## config.mk

```make
export PLATFORM = sky130hd
export DESIGN_NAME = wb_intercon
export DESIGN_NICKNAME = d
export VERILOG_FILES = /design/src/rtl/wb_intercon.sv
export SDC_FILE = /design/constraint.sdc
export NUM_CORES = 1
export LEC_CHECK = 0
export CORE_AREA = 2 2 167 169
export CTS_CLUSTER_SIZE = 14
export DETAILED_ROUTE_END_ITERATION = 8
export DIE_AREA = 0 0 169 171
export SYNTH_ARGS = -nofsm -noshare
export SYNTH_HDL_FRONTEND = slang
export SYNTH_SLANG_ARGS = --single-unit
```

## constraint.sdc

```tcl
create_clock -name clk_i -period 3.1 [get_ports clk_i]
set_input_delay 0.62 -clock clk_i [delete_from_list [all_inputs] [get_ports clk_i]]
set_output_delay 0.62 -clock clk_i [all_outputs]
set_load 0.03 [all_outputs]
```

## src/rtl/wb_intercon.sv

```systemverilog
// Wishbone shared-bus interconnect: round-robin arbiter, address decoder, response router.
// Optional watchdog under `WB_INTERCON_TIMEOUT_EN` aborts transfers to non-responding slaves.
module wb_intercon #(
    parameter int NUM_M = 2,
    parameter int NUM_S = 4,
    parameter logic [NUM_S*32-1:0] S_BASE = {32'h7001_0000, 32'h7000_0000,
                                             32'h4000_0000, 32'h0000_0000},
    parameter logic [NUM_S*32-1:0] S_MASK = {32'hFFFF_0000, 32'hFFFF_0000,
                                             32'hF000_0000, 32'hF000_0000},
    parameter int TIMEOUT = 255
) (
    input  logic                clk_i,
    input  logic                rst_i,
    input  logic [NUM_M-1:0]    m_cyc_i,
    input  logic [NUM_M-1:0]    m_stb_i,
    input  logic [NUM_M-1:0]    m_we_i,
    input  logic [NUM_M*32-1:0] m_adr_i,
    input  logic [NUM_M*32-1:0] m_dat_i,
    input  logic [NUM_M*4-1:0]  m_sel_i,
    output logic [NUM_M*32-1:0] m_dat_o,
    output logic [NUM_M-1:0]    m_ack_o,
    output logic [NUM_M-1:0]    m_err_o,
    output logic [NUM_M-1:0]    m_rty_o,
    output logic [NUM_S-1:0]    s_cyc_o,
    output logic [NUM_S-1:0]    s_stb_o,
    output logic                s_we_o,
    output logic [31:0]         s_adr_o,
    output logic [31:0]         s_dat_o,
    output logic [3:0]          s_sel_o,
    input  logic [NUM_S*32-1:0] s_dat_i,
    input  logic [NUM_S-1:0]    s_ack_i,
    input  logic [NUM_S-1:0]    s_err_i,
    input  logic [NUM_S-1:0]    s_rty_i,
    output logic [NUM_M-1:0]    grant_o
);

    localparam int MW = (NUM_M > 1) ? $clog2(NUM_M) : 1;
    localparam int SW = (NUM_S > 1) ? $clog2(NUM_S) : 1;

    typedef enum logic {IDLE, OWNED} state_t;

    state_t          state_q, state_d;
    logic [NUM_M-1:0] grant_q, grant_d;
    logic [MW-1:0]   own_q, own_d;
    logic [MW-1:0]   ptr_q, ptr_d;
    logic            derr_q, derr_d;

    logic            owned;
    logic            o_cyc, o_stb;
    logic [31:0]     o_adr;
    logic [NUM_S-1:0] hit;
    logic            hit_any;
    logic [SW-1:0]   hit_idx;
    logic            to_fire;
    logic            act;
    logic            r_ack, r_err, r_rty;
    logic [31:0]     r_dat;
    logic            derr_o;

    assign owned = (state_q == OWNED);

    // Select the current owner's request signals
    always_comb begin
        o_cyc   = m_cyc_i[own_q];
        o_stb   = m_stb_i[own_q];
        o_adr   = m_adr_i[int'(own_q)*32 +: 32];
        s_we_o  = m_we_i[own_q];
        s_adr_o = o_adr;
        s_dat_o = m_dat_i[int'(own_q)*32 +: 32];
        s_sel_o = m_sel_i[int'(own_q)*4 +: 4];
    end

    // Address decode, lowest slave index wins on overlap
    always_comb begin
        hit     = '0;
        hit_any = 1'b0;
        hit_idx = '0;
        for (int i = 0; i < NUM_S; i++) begin
            if (!hit_any &&
                ((o_adr & S_MASK[i*32 +: 32]) ==
                 (S_BASE[i*32 +: 32] & S_MASK[i*32 +: 32]))) begin
                hit[i]  = 1'b1;
                hit_any = 1'b1;
                hit_idx = SW'(i);
            end
        end
    end

    // Slave strobes and routed responses; a watchdog abort drops the strobe
    always_comb begin
        s_cyc_o = (owned && o_cyc) ? hit : '0;
        s_stb_o = (owned && o_stb && !to_fire) ? hit : '0;
        act     = owned && o_stb && hit_any && !to_fire;
        r_ack   = act && s_ack_i[hit_idx];
        r_err   = act && s_err_i[hit_idx];
        r_rty   = act && s_rty_i[hit_idx];
        r_dat   = hit_any ? s_dat_i[int'(hit_idx)*32 +: 32] : '0;
        derr_o  = derr_q && owned && o_stb;
        m_dat_o = {NUM_M{r_dat}};
        m_ack_o = '0;
        m_err_o = '0;
        m_rty_o = '0;
        if (owned) begin
            m_ack_o[own_q] = r_ack;
            m_err_o[own_q] = r_err || derr_o || to_fire;
            m_rty_o[own_q] = r_rty;
        end
    end

    // Arbiter next state: round-robin grant from IDLE, hold while owner keeps cyc
    always_comb begin
        int idx;
        logic found;
        state_d = state_q;
        grant_d = grant_q;
        own_d   = own_q;
        ptr_d   = ptr_q;
        found   = 1'b0;
        idx     = 0;
        unique case (state_q)
            IDLE: begin
                for (int k = 1; k <= NUM_M; k++) begin
                    idx = (int'(ptr_q) + k) % NUM_M;
                    if (!found && m_cyc_i[idx]) begin
                        found        = 1'b1;
                        own_d        = MW'(idx);
                        ptr_d        = MW'(idx);
                        grant_d      = '0;
                        grant_d[idx] = 1'b1;
                        state_d      = OWNED;
                    end
                end
            end
            OWNED: begin
                if (!o_cyc) begin
                    state_d = IDLE;
                    grant_d = '0;
                end
            end
            default: state_d = IDLE;
        endcase
        derr_d = owned && o_cyc && o_stb && !hit_any && !derr_q;
    end

    // Arbiter and decode-error state
    always_ff @(posedge clk_i or posedge rst_i) begin
        if (rst_i) begin
            state_q <= IDLE;
            grant_q <= '0;
            own_q   <= '0;
            ptr_q   <= MW'(NUM_M - 1);
            derr_q  <= 1'b0;
        end else begin
            state_q <= state_d;
            grant_q <= grant_d;
            own_q   <= own_d;
            ptr_q   <= ptr_d;
            derr_q  <= derr_d;
        end
    end

    assign grant_o = grant_q;

`ifdef WB_INTERCON_TIMEOUT_EN
    logic [15:0] cnt_q, cnt_d;
    logic        resp;

    assign resp    = s_ack_i[hit_idx] || s_err_i[hit_idx] || s_rty_i[hit_idx];
    assign to_fire = owned && o_stb && hit_any && (cnt_q == 16'(TIMEOUT));

    // Stall counter: counts strobed cycles with no slave response
    always_comb begin
        if (to_fire || !owned || !o_stb || !hit_any || resp)
            cnt_d = '0;
        else
            cnt_d = cnt_q + 16'd1;
    end

    // Watchdog counter register
    always_ff @(posedge clk_i or posedge rst_i) begin
        if (rst_i)
            cnt_q <= '0;
        else
            cnt_q <= cnt_d;
    end
`else
    logic unused_timeout;

    assign to_fire        = 1'b0;
    assign unused_timeout = |16'(TIMEOUT);
`endif

endmodule

```

==> impl_results.md, run 1 <==
- Global-route wire length before repair: between 30 and 40 mm
- Endpoints failing setup: 64
- Area growth, synth to finish: 205%
- Most frequent cells in the layout: clkdlybuf4s50_1, buf_6, mux2_2
- Minimum clock period after layout: 3.20 ns
- Vias in the first global route: a little over 5000
- Failing checks: negative setup slack
- Antenna-violating nets left: 0
- Cell variety after synth: 39
- DRC viols: 0
- Worst-path clk slew: 0.04 ns
- Clock Tree Buf Depth: 2
- Min-delay worst type: flop to flop
- Crit share post-route: 103%
- Sequential Area: roughly 160 sq um
- Fillers: roughly 2700
- Final Max Slew Viols: 0
- Syn_area_per_cell: 8.73 sq um
- FMAX: about 0.31 GHz
- Die footprint: approximately 0.029 sq mm
- Mapped Area: just over 0.003 sq mm
- CP Launch Type: input port
- Iteration-0 DRC Markers: 149
- GRT Util Overall: around 14%
- Final Total Pwr: 0.00362 W
- Post-Layout Cell Count: between 1000 and 1500
- PwrDens: roughly 380 mW/mm^2
- Total core area: ~0.027 sq mm
- Slew headroom: roughly three quarters
- Net count, final: between 1000 and 1500
- DIE WIDTH: 169 microns
- Antenna violations before repair: 1
- Share of post-route cells with drive strength above 1: a little under half
- Dpl hpwl: approximately 17 mm
- M2 GR Usage: 26.5%
- First-pass iteration count of the detailed router: 4
- IO Pins: ~430
- Crit path kind: input port to output port
- Root Buffer: clkbuf_16
- Max-cap violation count: 0
- Total gr overflow: 0
- Skew final: roughly 0.0032 ns
- CP Max Fanout: 8
- Die H: between 150 and 200 microns
- Util after Layout: 34.7%
- Leakage power: approximately 3.5 nW
- Worst EP arrival: 2.58 ns
- Syn Nets: between 600 and 700
- Warnings from Yosys: 0
- Grt met3 use: under 10%
- Multi-input logic area: about 0.0035 sq mm
- Worst setup margin: -0.105 ns
- Part of the Yosys area used for sequential elements: under 10%
- Actual slew at the worst max-slew pin: 0.395 ns
- Critical Path End Type: output port
- GP Congestion: ~0.82
- RSZ-0062 raised after global routing: yes
- Vias per inst: 4.13
- Total CTS buffers: 3
- IO Port Bufs: about 430
- Via Count: between 4000 and 5000
- Largest net degree at the start of global routing: 31
- Initial Utilization: between 10% and 20%
- CTS tree: done
- Met1 Use GR: around 17%
- Gate Count Post-Synth: between 300 and 400
- Row cnt: 61
- Placed cell count: between 1000 and 1500
- Status: complete, but fails checks
- Max VDD drop: ~0.00026 V
- DR WL/cell: approximately 19 microns
- Most common cell after layout, fill and taps aside: clkdlybuf4s50_1
- Grt peak-use layer: met2
- Final Hold Vio Count: 0
- Seq cells post-synth: 6
- Routed WL: between 20 and 25 mm
- Clock latency on the worst-skew pair: roughly 0.24 ns
- Crit path required time: between 2 and 2.5 ns
- H-Tree Depth: 1
- CTS Sinks: 6
power by group:
group	leakage [nW]	total [W]	internal [W]	switching, W
Sequential	0.0718	0.000141	0.000114	0.0000273
Clock	0.0382	0.000223	0.000171	0.0000520
Combinational	3.38	0.00325	0.00162	0.00164
Total	3.49	0.00362	0.00190	0.00172
layout make-up:
type                    instances  area share, %
inverters                       2         0.0791
well taps                     346           4.56
multi-input cells             280           36.4
diodes                          1         0.0264
repair buffers                516           56.4
clock buffers                   4          0.831
flip-flops and latches          6           1.64
worst paths after layout:
path,from,endpoint,slack (ns),cells after the start
hold reg to reg,grant_o[1],grant_o[1],0.49,2
min in group asynchronous,rst_i,grant_o[1],0.61,2
setup reg to reg,own_q,derr_q,1.05,9
max in group asynchronous,rst_i,ptr_q,2.22,2
setup / recovery,m_adr_i[54],m_dat_o[44],-0.10,10
hold / removal,grant_o[1],grant_o[1],0.49,2
critical path: stages:
cell	delay, ns
buf_6	0.10
nor4_4	0.29
a22oi_2	0.12
buf_4	0.15
or4_4	0.57
buf_6	0.17
buf_16	0.16
a21oi_4	0.17
o2bb2ai_4	0.08
buf_6	0.14
synth_stat cells, drive strengths merged:
library cell,n,area share [%]
mux2,72,26
buf,51,12
a21oi,40,9.9
o21a,32,7.7
o2bb2ai,32,15
a31oi,31,6.2
clkbuf,17,2.1
nand2,10,1.2
nor2,9,1.1
o21ai,8,1.3
nor4,7,2.1
nor3b,6,1.8
dfrtp,5,4.0
and3,4,0.81
nand2b,4,0.81
nor3,4,0.81
a21boi,3,0.72
a22oi,3,0.72
a21o,2,0.48
and3b,2,0.56
inv,2,0.24
mux2i,2,0.64
nor2b,2,0.40
o22ai,2,0.40
dfstp,1,0.85
nand3,1,0.16
nand3b,1,0.24
nor4b,1,0.48
o22a,1,0.28
or4,1,0.24
flip-flops by register name, summed over array words and instances, names as in the netlist:
register and count:
derr_q 1, grant_o 2, owned 1, own_q 1
ptr_q 1
metrics by stage:
step	instance area (sq um)	setup slack (ns)	hold slack (ns)	TNS [ns]
2_1_floorplan	3120	0.0170	0.410	0
3_3_place_gp	7800	-0.545	0.474	-35.29
5_1_grt	9490	-0.179	0.544	-8.55
4_1_cts	8900	-0.202	0.496	-11.24
6_report	9490	-0.105	0.489	-4.03
3_5_place_dp	7800	-0.551	0.474	-34.73
logic make-up (layout without fill, tap and decap cells):
group / after synthesis / in the layout / synth area share (%)
AOI/OAI and AO/OA: 154 / 154 / 42.9
buffers and inverters: 70 / 522 / 14.8
DFF: 6 / 6 / 4.87
and+or+nand+nor: 52 / 52 / 10.7
muxes: 74 / 74 / 26.7
other: 0 / 1 / 0
per-layer routing:
metal  part of all wire [%]  vias to the layer above
li1                       -                     2257
met1                     39                     2261
met2                     52                      232
met3                    7.0                       25
met4                    1.9                        0
met5                      0                        -
what timing repair did:
item	4_1_cts	5_1_grt
endpoints found under the setup margin	76	80
hold endpoints to repair	0	0
gates resized for setup	175	123
pin swaps	34	39
hold buffers	0	0
buffers inserted	23	11
cloned	8	1
Note: power is estimated with default switching activity, not from simulation.
==> inputs of run 2 (changes only) <==
- CELL_PAD_IN_SITES_DETAIL_PLACEMENT: default -> 0
- CELL_PAD_IN_SITES_GLOBAL_PLACEMENT: default -> 1
- CORE_AREA: 2 2 167 169 -> 2 2 170 172
- DIE_AREA: 0 0 169 171 -> 0 0 172 174
- PLACE_DENSITY_LB_ADDON: default -> 0.1
==> run 2 against run 1 <==
The flow still finishes with violations (negative setup slack). Flip-flop and latch count unchanged. Fmax is 0.31% higher. Combinational power is 2% higher. Clock skew shrank 0.00058 ns. Sequential power up 9%. First-iteration DRC count fell by 54%. Register-to-register slack got worse by 0.02 ns. Worst hold slack improved by 0.0059 ns. Non-clock buffer count decreased by 4. Worst setup slack gained 0.0099 ns. Clock power hardly changed. Global-route usage increased by 1.4 points.
==> impl_results.md, run 2 (synthesized netlist as in run 1, its figures left out) <==
- Most common cell after layout, fill and taps aside: clkdlybuf4s50_1
- Iteration-0 DRC Markers: between 60 and 70
- Hold_sp: grant_o[0]
- Max reg flops: 2
- Final Hold Vio Count: 0
- Clock Tree Buf Depth: 2
- P_int: between 0.0015 and 0.002 W
- Routed WL: around 24 mm
- Slew headroom: between 60% and 70%
- CTS tree: done
- DRC viols: 0
- Worst EP arrival: ~2.6 ns
- Minimum clock period after layout: approximately 3.2 ns
- Crit. Startpoint: own_q
- Global-route wire length before repair: between 30 and 40 mm
- DIE WIDTH: between 150 and 200 microns
- Switching Power: roughly 0.0017 W
- Util after Layout: between 30 and 40%
- Crit path required time: 2.48 ns
- Max VDD drop: 0.000320 V
- Crit path max-delay family: simple AND/OR/NAND/NOR gates
- IO Pins: between 400 and 500
- Share of post-route cells with drive strength above 1: between 40 and 50%
- RSZ-0062 raised after global routing: yes
- First-pass iteration count of the detailed router: 4
- Fin Setup TNS: -3.57 ns
- Min-delay worst type: flop to flop
- Initial Utilization: between 10% and 20%
- CP bufs+invs: 4
- Endpoints failing setup: 64
- FMAX: approximately 0.31 GHz
- Largest net degree at the start of global routing: 36
- Reg2reg path depth: 10
- Comb power frac: around nine tenths
- Crit share post-route: 103%
- Final Total Pwr: between 0.003 and 0.004 W
- GP Congestion: between 0.8 and 0.9
- Max-cap violation count: 0
- Total core area: 0.0282 sq mm
- Via Count: between 4000 and 5000
- Worst r2r dst: derr_q
- Sw Ratio: 47.5%
- Slowest-stage cell, CP: or4_4
- Die H: between 150 and 200 microns
- Skew final: between 0.002 and 0.003 ns
- Flop2flop setup slack: between 1 and 1.5 ns
- Cell Area, Placed: 0.00790 sq mm
- CTS Sinks: 6
- Status: complete, but fails checks
- Pre-CTS setup slack: -0.570 ns
- Most frequent cells in the layout: clkdlybuf4s50_1, mux2_2, buf_6
- DR WL/cell: 20.6 microns
- Hold EP: grant_o[0]
- Actual slew at the worst max-slew pin: between 0.4 and 0.5 ns
- Clock share of power: 6.0%
- Total CTS buffers: 3
- Worst-path clk slew: ~0.040 ns
- Antenna violations before repair: 2
- Area growth, synth to finish: 212%
- Row cnt: between 60 and 70
- CP Launch Type: flop
- Leakage power: 3.50 nW
- Dpl hpwl: roughly 19 mm
- PwrDens: 379 mW/mm^2
- Worst r2r src: own_q
- Failing checks: negative setup slack
- Clock latency on the worst-skew pair: ~0.23 ns
- Net count, final: between 1000 and 1500
- IO Port Bufs: around 430
- Root Buffer: clkbuf_16
- Final Max Slew Viols: 0
- CP Max Fanout: 8
- Design Area, Final: ~0.0097 sq mm
- Total gr overflow: 0
- Worst setup margin: -0.0946 ns
- H-Tree Depth: 1
- Hold depth: 2
- Max incr delay on CP: 0.63 ns
- Cell-by-cell trace of the critical path: buf_12 -> nor3_4 -> a22oi_2 -> buf_4 -> or4_4 -> buf_12 -> a22oi_2 -> o2bb2ai_2 -> buf_6
- Sequential share of power: 4.2%
- Critical Path End Type: output port
- GRT Util Overall: around 15%
- Antenna-violating nets left: 0
- Vias in the first global route: roughly 5400
- Crit path kind: flop to output port
- Die footprint: around 0.03 sq mm
- Vias per inst: about 4
run 2: cell types whose count changed in the layout (fill, tap and decap cells not counted), moves of 5 or more:
| cell | previous run | this run |
|---|---|---|
| dlygate4sd2_1 | 8 | 21 |
| buf_4 | 61 | 56 |
| a31oi_4 | 4 | 9 |
| clkbuf_2 | 13 | 4 |
| a21oi_2 | 14 | 5 |
| a31oi_1 | 17 | 11 |
| buf_6 | 76 | 68 |
| a21oi_4 | 24 | 33 |
run 2: per-stage QoR:
step	hold WS (ns)	cells
floorplan	0.410	356
detailed placement	0.481	1155
global route	0.519	1188
global placement	0.478	1155
CTS	0.498	1177
finish	0.495	1189
run 2: cell type report:
type | count | area (sq um)
fill | 2874 | 18500
timing repair buffer | 512 | 5390
multi-input combinational | 280 | 3580
tap | 384 | 480
sequential | 6 | 155
clock buffer | 4 | 78.8
inverter | 2 | 7.51
antenna | 1 | 2.50
run 2: timing repair:
action	in CTS	in global routing
pin swaps	65	21
cloned	7	1
hold buffers	0	0
gates resized for setup	231	58
endpoints found under the setup margin	76	76
buffers inserted	13	10
run 2: worst min-delay path: cells and delay by family (launching register included):
family | cells | cell delay [ns]
compound gates | 1 | 0.06
simple gates | 1 | 0.05
flops | 1 | 0.35
run 2: power groups by stage:
stage | Combinational [W] | Clock [W] | Sequential, W
3_3_place_gp | 0.00291 | 0 | 0.000156
2_1_floorplan | 0.00159 | 0 | 0.000141
4_1_cts | 0.00319 | 0.000222 | 0.000155
5_1_grt | 0.00347 | 0.000227 | 0.000161
6_report | 0.00330 | 0.000220 | 0.000153
3_5_place_dp | 0.00291 | 0 | 0.000158
run 2: worst max-delay path by stage:
stage | depth (start not counted) | end | slack (ns)
after detailed placement | 8 | m_dat_o[32] | -0.57
final | 9 | m_dat_o[30] | -0.09
after CTS | 8 | m_dat_o[30] | -0.17
after global routing | 10 | m_dat_o[30] | -0.23
after global placement | 8 | m_dat_o[30] | -0.54
after floorplan | 5 | s_cyc_o[3] | 0.02
run 2: routing by layer:
metal  up-vias  track usage, %  wire length [microns]
met5         -               0                     13
met1      2272            14.8                   7960
met3        21            3.96                   1950
met4         2            3.08                    469
li1       2243               -                      -
met2       241            32.2                  14100
